==> config.mk <==
export PLATFORM = sky130hd
export DESIGN_NAME = memory_cycle_mc_flat
export DESIGN_NICKNAME = d
export VERILOG_FILES = /design/src/rtl/pipe_pkg.sv /design/src/rtl/memory_cycle_mc_if.sv /design/src/rtl/memory_cycle_mc_mw_pipe_reg.sv /design/src/rtl/memory_cycle_mc.sv /design/src/flat_wrapper.sv
export SDC_FILE = /design/constraint.sdc
export NUM_CORES = 1
export LEC_CHECK = 0
export CAP_MARGIN = 10
export CORE_MARGIN = 4
export CORE_UTILIZATION = 30
export CTS_BUF_LIST = sky130_fd_sc_hd__clkbuf_4 sky130_fd_sc_hd__clkbuf_8
export DETAILED_ROUTE_END_ITERATION = 8
export PLACE_DENSITY = 0.72
export SETUP_SLACK_MARGIN = 0.05
export SLEW_MARGIN = 10
export SYNTH_ARGS = -nofsm -noshare
export SYNTH_HDL_FRONTEND = slang
export SYNTH_SLANG_ARGS = --single-unit
==> constraint.sdc <==
create_clock -name clk -period 1.4 [get_ports clk]
set_input_delay 0.28 -clock clk [delete_from_list [all_inputs] [get_ports clk]]
set_output_delay 0.28 -clock clk [all_outputs]
set_load 0.01 [all_outputs]
==> src/rtl/pipe_pkg.sv <==
// Shared pipeline types for the memory stage: data width, the memory-access
// FSM state encoding and the M/W pipeline register bundle.
package pipe_pkg;

    localparam int XLEN = 32;

    typedef enum logic {
        MEM_IDLE = 1'b0,
        MEM_WAIT = 1'b1
    } mem_state_t;

    typedef struct packed {
        logic            regwrite;
        logic            resultsrc;
        logic [4:0]      rd;
        logic [XLEN-1:0] pcplus4;
        logic [XLEN-1:0] alu_result;
        logic [XLEN-1:0] read_data;
        logic            memerr;
    } mw_bundle_t;

endpackage

==> src/rtl/memory_cycle_mc_if.sv <==
// Data-memory req/ack bus. The M stage is the master, the memory the slave.
interface memory_cycle_mc_if;
    import pipe_pkg::*;

    logic            dmem_req;
    logic            dmem_we;
    logic [XLEN-1:0] dmem_addr;
    logic [XLEN-1:0] dmem_wdata;
    logic [XLEN-1:0] dmem_rdata;
    logic            dmem_ack;

    modport master (
        output dmem_req, dmem_we, dmem_addr, dmem_wdata,
        input  dmem_rdata, dmem_ack
    );

    modport slave (
        input  dmem_req, dmem_we, dmem_addr, dmem_wdata,
        output dmem_rdata, dmem_ack
    );

endinterface

==> src/rtl/memory_cycle_mc_mw_pipe_reg.sv <==
// M/W pipeline register. Clear wins over bubble, bubble wins over load.
// A bubble only kills the write-enable so the rest of the bundle (and the
// forwarding view of it) stays exactly as it was.
module mw_pipe_reg
    import pipe_pkg::*;
(
    input  logic       clk,
    input  logic       clr,
    input  logic       load_en,
    input  logic       bubble,
    input  mw_bundle_t d,
    output mw_bundle_t q
);

    mw_bundle_t q_q;

    // register update: clear / bubble / capture
    always_ff @(posedge clk) begin
        if (clr) begin
            q_q <= '0;
        end else if (bubble) begin
            q_q.regwrite <= 1'b0;
        end else if (load_en) begin
            q_q <= d;
        end
    end

    assign q = q_q;

endmodule

==> src/rtl/memory_cycle_mc.sv <==
// Memory stage of the 5-stage pipeline: issues loads/stores on a req/ack bus,
// stalls upstream while an access is outstanding and owns the M/W register.
// Optional MEM_TIMEOUT_EN: watchdog aborts a WAIT that lasts TIMEOUT_CYCLES
// cycles and flags the instruction with MemErrW.
module memory_cycle_mc
    import pipe_pkg::*;
#(
    parameter int XLEN           = pipe_pkg::XLEN,
    parameter int TIMEOUT_CYCLES = 64
) (
    input  logic            clk,
    input  logic            rst,
    input  logic            RegWriteM,
    input  logic            MemWriteM,
    input  logic            ResultSrcM,
    input  logic [4:0]      RD_M,
    input  logic [XLEN-1:0] PCPlus4M,
    input  logic [XLEN-1:0] WriteDataM,
    input  logic [XLEN-1:0] ALU_ResultM,
    memory_cycle_mc_if.master dmem,
    output logic            StallM,
    output logic            RegWriteW,
    output logic            ResultSrcW,
    output logic [4:0]      RD_W,
    output logic [XLEN-1:0] PCPlus4W,
    output logic [XLEN-1:0] ALU_ResultW,
    output logic [XLEN-1:0] ReadDataW,
    output logic [XLEN-1:0] ResultW,
    output logic            MemErrW
);

    mem_state_t state_q;
    mw_bundle_t mw_d, mw_q;
    logic       access, is_load, in_wait, req, ack_hit, timeout;

    assign is_load = ResultSrcM & RegWriteM;
    assign access  = MemWriteM | is_load;
    assign in_wait = (state_q == MEM_WAIT);
    // Reset masks the request so nothing escapes while the pipe is flushed.
    assign req     = (access | in_wait) & ~rst;
    assign ack_hit = req & dmem.dmem_ack;

`ifdef MEM_TIMEOUT_EN
    logic [7:0] cnt_q;

    assign timeout = in_wait & ~dmem.dmem_ack & (cnt_q == 8'(TIMEOUT_CYCLES - 1));

    // watchdog: held at 0 outside WAIT, counts WAIT cycles
    always_ff @(posedge clk) begin
        if (rst || !in_wait) begin
            cnt_q <= '0;
        end else begin
            cnt_q <= cnt_q + 8'd1;
        end
    end
`else
    logic unused_timeout_cfg;

    assign timeout            = 1'b0;
    assign unused_timeout_cfg = TIMEOUT_CYCLES[0];
`endif

    // access FSM: IDLE issues, WAIT holds until ack (or watchdog abort)
    always_ff @(posedge clk) begin
        if (rst) begin
            state_q <= MEM_IDLE;
        end else begin
            case (state_q)
                MEM_IDLE: if (access && !dmem.dmem_ack) state_q <= MEM_WAIT;
                MEM_WAIT: if (dmem.dmem_ack || timeout) state_q <= MEM_IDLE;
                default:  state_q <= MEM_IDLE;
            endcase
        end
    end

    // bus drive comes straight from the (frozen) M inputs
    assign dmem.dmem_req   = req;
    assign dmem.dmem_we    = req & MemWriteM;
    assign dmem.dmem_addr  = ALU_ResultM;
    assign dmem.dmem_wdata = WriteDataM;

    // An aborted access is not a stall: it retires with the error flag set.
    assign StallM = req & ~ack_hit & ~timeout;

    // next M/W contents; ReadDataW only moves on a completed load
    always_comb begin
        mw_d            = '0;
        mw_d.regwrite   = RegWriteM & ~timeout;
        mw_d.resultsrc  = ResultSrcM;
        mw_d.rd         = RD_M;
        mw_d.pcplus4    = PCPlus4M;
        mw_d.alu_result = ALU_ResultM;
        mw_d.read_data  = (ack_hit & is_load) ? dmem.dmem_rdata : mw_q.read_data;
        mw_d.memerr     = timeout;
    end

    mw_pipe_reg u_mw (
        .clk     (clk),
        .clr     (rst),
        .load_en (~StallM),
        .bubble  (StallM),
        .d       (mw_d),
        .q       (mw_q)
    );

    assign RegWriteW   = mw_q.regwrite;
    assign ResultSrcW  = mw_q.resultsrc;
    assign RD_W        = mw_q.rd;
    assign PCPlus4W    = mw_q.pcplus4;
    assign ALU_ResultW = mw_q.alu_result;
    assign ReadDataW   = mw_q.read_data;
    assign MemErrW     = mw_q.memerr;
    assign ResultW     = mw_q.resultsrc ? mw_q.read_data : mw_q.alu_result;

endmodule

==> src/flat_wrapper.sv <==
// flat-port wrapper written by rule: the top's interface ports become plain ports
module memory_cycle_mc_flat import pipe_pkg::*;
#(
    parameter int XLEN           = pipe_pkg::XLEN,
    parameter int TIMEOUT_CYCLES = 64
)
  (clk, rst, RegWriteM, MemWriteM, ResultSrcM, RD_M, PCPlus4M, WriteDataM, ALU_ResultM, StallM, RegWriteW, ResultSrcW, RD_W, PCPlus4W, ALU_ResultW, ReadDataW, ResultW, MemErrW, dmem_dmem_req, dmem_dmem_we, dmem_dmem_addr, dmem_dmem_wdata, dmem_dmem_rdata, dmem_dmem_ack);
  memory_cycle_mc_if dmem_i ();
  input  logic clk;
  input  logic rst;
  input  logic RegWriteM;
  input  logic MemWriteM;
  input  logic ResultSrcM;
  input  logic [4:0] RD_M;
  input  logic [XLEN-1:0] PCPlus4M;
  input  logic [XLEN-1:0] WriteDataM;
  input  logic [XLEN-1:0] ALU_ResultM;
  output logic StallM;
  output logic RegWriteW;
  output logic ResultSrcW;
  output logic [4:0] RD_W;
  output logic [XLEN-1:0] PCPlus4W;
  output logic [XLEN-1:0] ALU_ResultW;
  output logic [XLEN-1:0] ReadDataW;
  output logic [XLEN-1:0] ResultW;
  output logic MemErrW;
  output wire logic [$bits(dmem_i.dmem_req)-1:0] dmem_dmem_req;
  output wire logic [$bits(dmem_i.dmem_we)-1:0] dmem_dmem_we;
  output wire logic [$bits(dmem_i.dmem_addr)-1:0] dmem_dmem_addr;
  output wire logic [$bits(dmem_i.dmem_wdata)-1:0] dmem_dmem_wdata;
  input wire logic [$bits(dmem_i.dmem_rdata)-1:0] dmem_dmem_rdata;
  input wire logic [$bits(dmem_i.dmem_ack)-1:0] dmem_dmem_ack;
  assign dmem_dmem_req = dmem_i.dmem_req;
  assign dmem_dmem_we = dmem_i.dmem_we;
  assign dmem_dmem_addr = dmem_i.dmem_addr;
  assign dmem_dmem_wdata = dmem_i.dmem_wdata;
  assign dmem_i.dmem_rdata = dmem_dmem_rdata;
  assign dmem_i.dmem_ack = dmem_dmem_ack;
  memory_cycle_mc #(.XLEN(XLEN), .TIMEOUT_CYCLES(TIMEOUT_CYCLES)) u_core (.clk(clk), .rst(rst), .RegWriteM(RegWriteM), .MemWriteM(MemWriteM), .ResultSrcM(ResultSrcM), .RD_M(RD_M), .PCPlus4M(PCPlus4M), .WriteDataM(WriteDataM), .ALU_ResultM(ALU_ResultM), .dmem(dmem_i), .StallM(StallM), .RegWriteW(RegWriteW), .ResultSrcW(ResultSrcW), .RD_W(RD_W), .PCPlus4W(PCPlus4W), .ALU_ResultW(ALU_ResultW), .ReadDataW(ReadDataW), .ResultW(ResultW), .MemErrW(MemErrW));
endmodule
# == After elaboration in Yosys (flattened, before gate mapping) ==
# Index checks and enable logic that the tools add are counted.
# op_classes
addsub,0
mul,0
n_div,0
order_cmp,0
n_eq_ne,0
shifts,0
n_mux,4
bitwise_logic,12
reduce_logical,4
# op_table
cell,n
$mux W32,1
$and A1 B1 Y1,6
$not A1 Y1,4
$mux W1,2
$or A1 B1 Y1,2
$pmux W1 S2,1
$reduce_and A2 Y1,1
$reduce_or A2 Y1,1
$logic_and A1 B1 Y1,1
$logic_not A1 Y1,1
# word_totals
reg_bits,104
latch_bits,0
ram_bits,0
rom_bits,0
wordCells,27
memories,0

# == Logic depth before layout (Yosys ltp) ==
# logic_depth
depth_word,9
depth_mapped,6
depth_no_buf,4

# == Modules after synthesis ==
# Synthesis repeated with hierarchy kept, for this count alone.
# unflattened
cells_unflattened,616
hier_area_um2,6114.6
# by_module_without_submodules
module,instances,cells_each,area_each_um2
mw_pipe_reg,1,472,4667.0
memory_cycle_mc,1,144,1447.6

# == Least setup slack after synthesis ==
# Ideal clock, no wire load.
# synth_path
path_kind,reg-to-output
start,"register u_core.u_mw.q_q, in the netlist u_core.u_mw.q[102]"
end,output port ResultW[0]
arrival_ns,1.189
t_required_ns,1.120
slack_ns,-0.069
stages_incl_launch_ff,4
path_cell_list,dfxtp_1 -> clkbuf_1 -> buf_2 -> mux2_1
# synth_via
elab_chain_cells,1
# synth_rtl
item,line,source
start: declaration,memory_cycle_mc_mw_pipe_reg.sv:15,mw_bundle_t q_q;
$mux W32,memory_cycle_mc.sv:113,assign ResultW = mw_q.resultsrc ? mw_q.read_data : mw_q.alu_result;
end: declaration,flat_wrapper.sv:25,output logic [XLEN-1:0] ResultW;
# Every way passes these cells.

# == Worst setup path after layout ==
# layout_path
start,"register u_core.u_mw.q_q, in the netlist u_core.u_mw.q[102]"
end,output port ResultW[24]
# The elaborated chain is that of the path after synthesis.

==> parameters.txt <==
Parameter                              Value

Outcome
  Result of the run    finished with violations
  Failing checks    setup timing

Timing
  Worst setup margin    -0.3952 ns
  Hold Violations, Final    0
  Number of pins exceeding their max-slew limit in the final report    0
  RSZ-0062 raised after global routing    true
  Clock period minus worst slack    1.795 ns
  Clk_skew    0.01452 ns
  Peak Freq    557.1 MHz
  Final cycle utilization of the critical path    1.282
  Final setup violation count    105

Die
  CORE AREA    16760 µm²
  Top-level I/O count    342
  Chip width    139.4 µm
  Height of the die    139.4 µm
  Standard-cell rows    47
  Initial core utilization    0.3091
  Die outline area    19430 µm²

Route
  Final routed wire length divided by cell count    16.72 µm
  Vias after detailed routing    4261
  Per-cell via count in the routed design    4.252
  Number of nets with antenna violations after routing    0
  Total iterations of the first detailed-routing run    4
  Total Wirelength    16760 µm
  Initial drt markers    77
  DRC violation count after routing    0

Finish
  Total number of nets in the final design    916
  Area grow syn2layout    69.25%
  ANT cells    0
  Top library cells by usage in the layout, fill and taps aside    sky130_fd_sc_hd__mux2_4, sky130_fd_sc_hd__clkdlybuf4s50_1, sky130_fd_sc_hd__buf_4, sky130_fd_sc_hd__nor2b_1, sky130_fd_sc_hd__dfxtp_1
  Most frequent standard cell in the layout excluding fill and tap cells    sky130_fd_sc_hd__mux2_4
  Final cell count without fillers    1002
  Share of post-route cells with drive strength above 1    0.4923

Placement
  Placed Cells incl. Taps    964
  Sum of net half-perimeters after detailed placement    11140 µm
  Buffers on Ports    276
  Final GP Congestion    0.8031

Clock network
  Buffer depth of the longest clock path    2
  H-tree depth    3
  Hold buffers post-CTS    0
  Num Clock Sinks    104
  Cell chosen for the clock root    sky130_fd_sc_hd__clkbuf_8
  Clk_lat worst skew    0.38 ns
  Number of clock buffers inserted by TritonCTS    9
  Clock tree from TritonCTS    done
  Clock-pin slew on the worst setup and hold paths    0.11 ns

Power
  Share of total power in sequential cells    0.448
  Cell leakage power    4.236 nW
  Combinational fraction of design power    0.293
  Power dissipated by switching net loads    1.962 mW
  Net switching share of the total power    0.2676
  Pwr per Cell Area    836.4 nW/µm²
  Internal power consumption    5.370 mW
  Overall power of the completed layout    7.333 mW
  Maximum vdd drop    0.4927 mV
  Clock power share    0.259

Critical path
  Worst path arrival time    1.52 ns
  Critical path startpoint category    register
  Category of the worst setup path capture point    output pin
  Maximum net fanout on the critical path    4
  WS Path Type    register to output pin
  Worst Path Required    1.12 ns

Yosys
  Count of cell types in the netlist    21
  Number of synthesis warnings    0
  Flops & latches, synth    104
  Share of the yosys chip area belonging to registers    0.4019
  Synth Net Count    615
  Cell count after synthesis    476
  Mean cell area of the mapped netlist    10.88 µm²
  Netlist area before placement    5180 µm²

Global route
  GRT overflow    0
  Number of global-route vias before repair    4577
  Antenna violations before repair    0
  Maximum number of pins on one net before global-route repair    83
  Global routing usage summed across all routing layers    0.1661
  First-pass GRT wire length    25640 µm

Run
  Max-cap violation count    0

Hold path
  Min-delay worst type    input pin to register
[sequential cells by signal (all words and copies together), names as in the netlist]
signal,flops
u_core.u_mw.q,103
u_core.in_wait,1
[power by group through the flow]
stage / Combinational (mW) / Clock (mW) / Sequential, mW
floorplan: 0.842 / 0 / 3.42
global placement: 2.02 / 0 / 3.32
detailed placement: 2.04 / 0 / 3.32
CTS: 2.17 / 1.99 / 3.27
global route: 2.28 / 2.12 / 3.31
finish: 2.15 / 1.90 / 3.28
[critical path, stage by stage (launching register included)]
cell                      delay [ns]
sky130_fd_sc_hd__dfxtp_4        0.38
sky130_fd_sc_hd__buf_12         0.13
sky130_fd_sc_hd__buf_6          0.11
sky130_fd_sc_hd__buf_6          0.11
sky130_fd_sc_hd__mux2_4         0.29
sky130_fd_sc_hd__buf_6          0.12
[synth_stat cells, drive strengths merged]
master | count | share of area
dlygate4sd1 | 4 | 0.0068
nor3b | 1 | 0.0014
a211oi | 1 | 0.0014
o21ai | 32 | 0.031
nor2b | 56 | 0.068
inv | 2 | 0.0014
nand2 | 32 | 0.023
clkbuf | 2 | 0.0014
nand2b | 32 | 0.039
or3 | 1 | 0.0012
and2b | 15 | 0.022
buf | 89 | 0.13
mux2 | 102 | 0.27
and4b | 1 | 0.0019
dfxtp | 104 | 0.40
conb | 1 | 0.00072
nor2 | 1 | 0.00072
[final timing paths]
path | start | end | slack (ns) | depth (start not counted)
worst max-delay path | u_core.u_mw.q[102] | ResultW[24] | -0.40 | 5
worst min-delay path | dmem_dmem_rdata[4] | u_core.u_mw.q[5] | 0.43 | 3
worst max register to register | u_core.in_wait | u_core.u_mw.q[33] | -0.20 | 6
worst min register to register | u_core.u_mw.q[11] | u_core.u_mw.q[11] | 0.48 | 2
[cells by family (layout without fill, tap and decap cells)]
family / after synthesis / in the layout / synth area share
flip-flops: 104 / 104 / 0.4019
AO/OA/AOI/OAI: 33 / 33 / 0.03237
AND/OR/NAND/NOR: 139 / 139 / 0.1568
other: 1 / 1 / 0.0007239
buffers and inverters: 97 / 403 / 0.1372
multiplexers: 102 / 102 / 0.2710
[repair_timing]
item	in CTS	in global routing
setup buffers	14	2
gates cloned	9	1
endpoints found under the setup margin	261	159
resized for setup	556	86
hold endpoints to repair	0	0
[metal layers]
metal	share of wire	vias to the layer above	global-route usage
li1	-	2086	-
met1	0.41	1979	0.1936
met2	0.48	171	0.2868
met3	0.082	25	0.05660
met4	0.022	0	0.05304
met5	0	-	0
[metrics by stage]
stage                 util  TNS (ns)  worst slack, ns  cell area (µm²)  hold WS (ns)
floorplan                -         0          0.03882             5207        0.3946
global placement    0.4931    -76.32          -0.7520             8264        0.4428
detailed placement  0.4931    -78.05          -0.7615             8264        0.4516
CTS                 0.5252    -25.38          -0.5023             8802        0.3917
global route        0.5231    -24.02          -0.4592             8767        0.3957
finish              0.5231    -21.37          -0.3952             8767        0.4305
[layout make-up]
cell class	instances	area, µm²
Inverter	2	7.507
Multi-Input combinational cell	275	2529
Sequential cell	104	2147
Fill cell	1573	7993
Clock buffer	13	172.7
Tap cell	220	275.3
Timing Repair Buffer	385	3611
Clock inverter	3	25.02
Note: power is estimated with default switching activity, not from simulation.
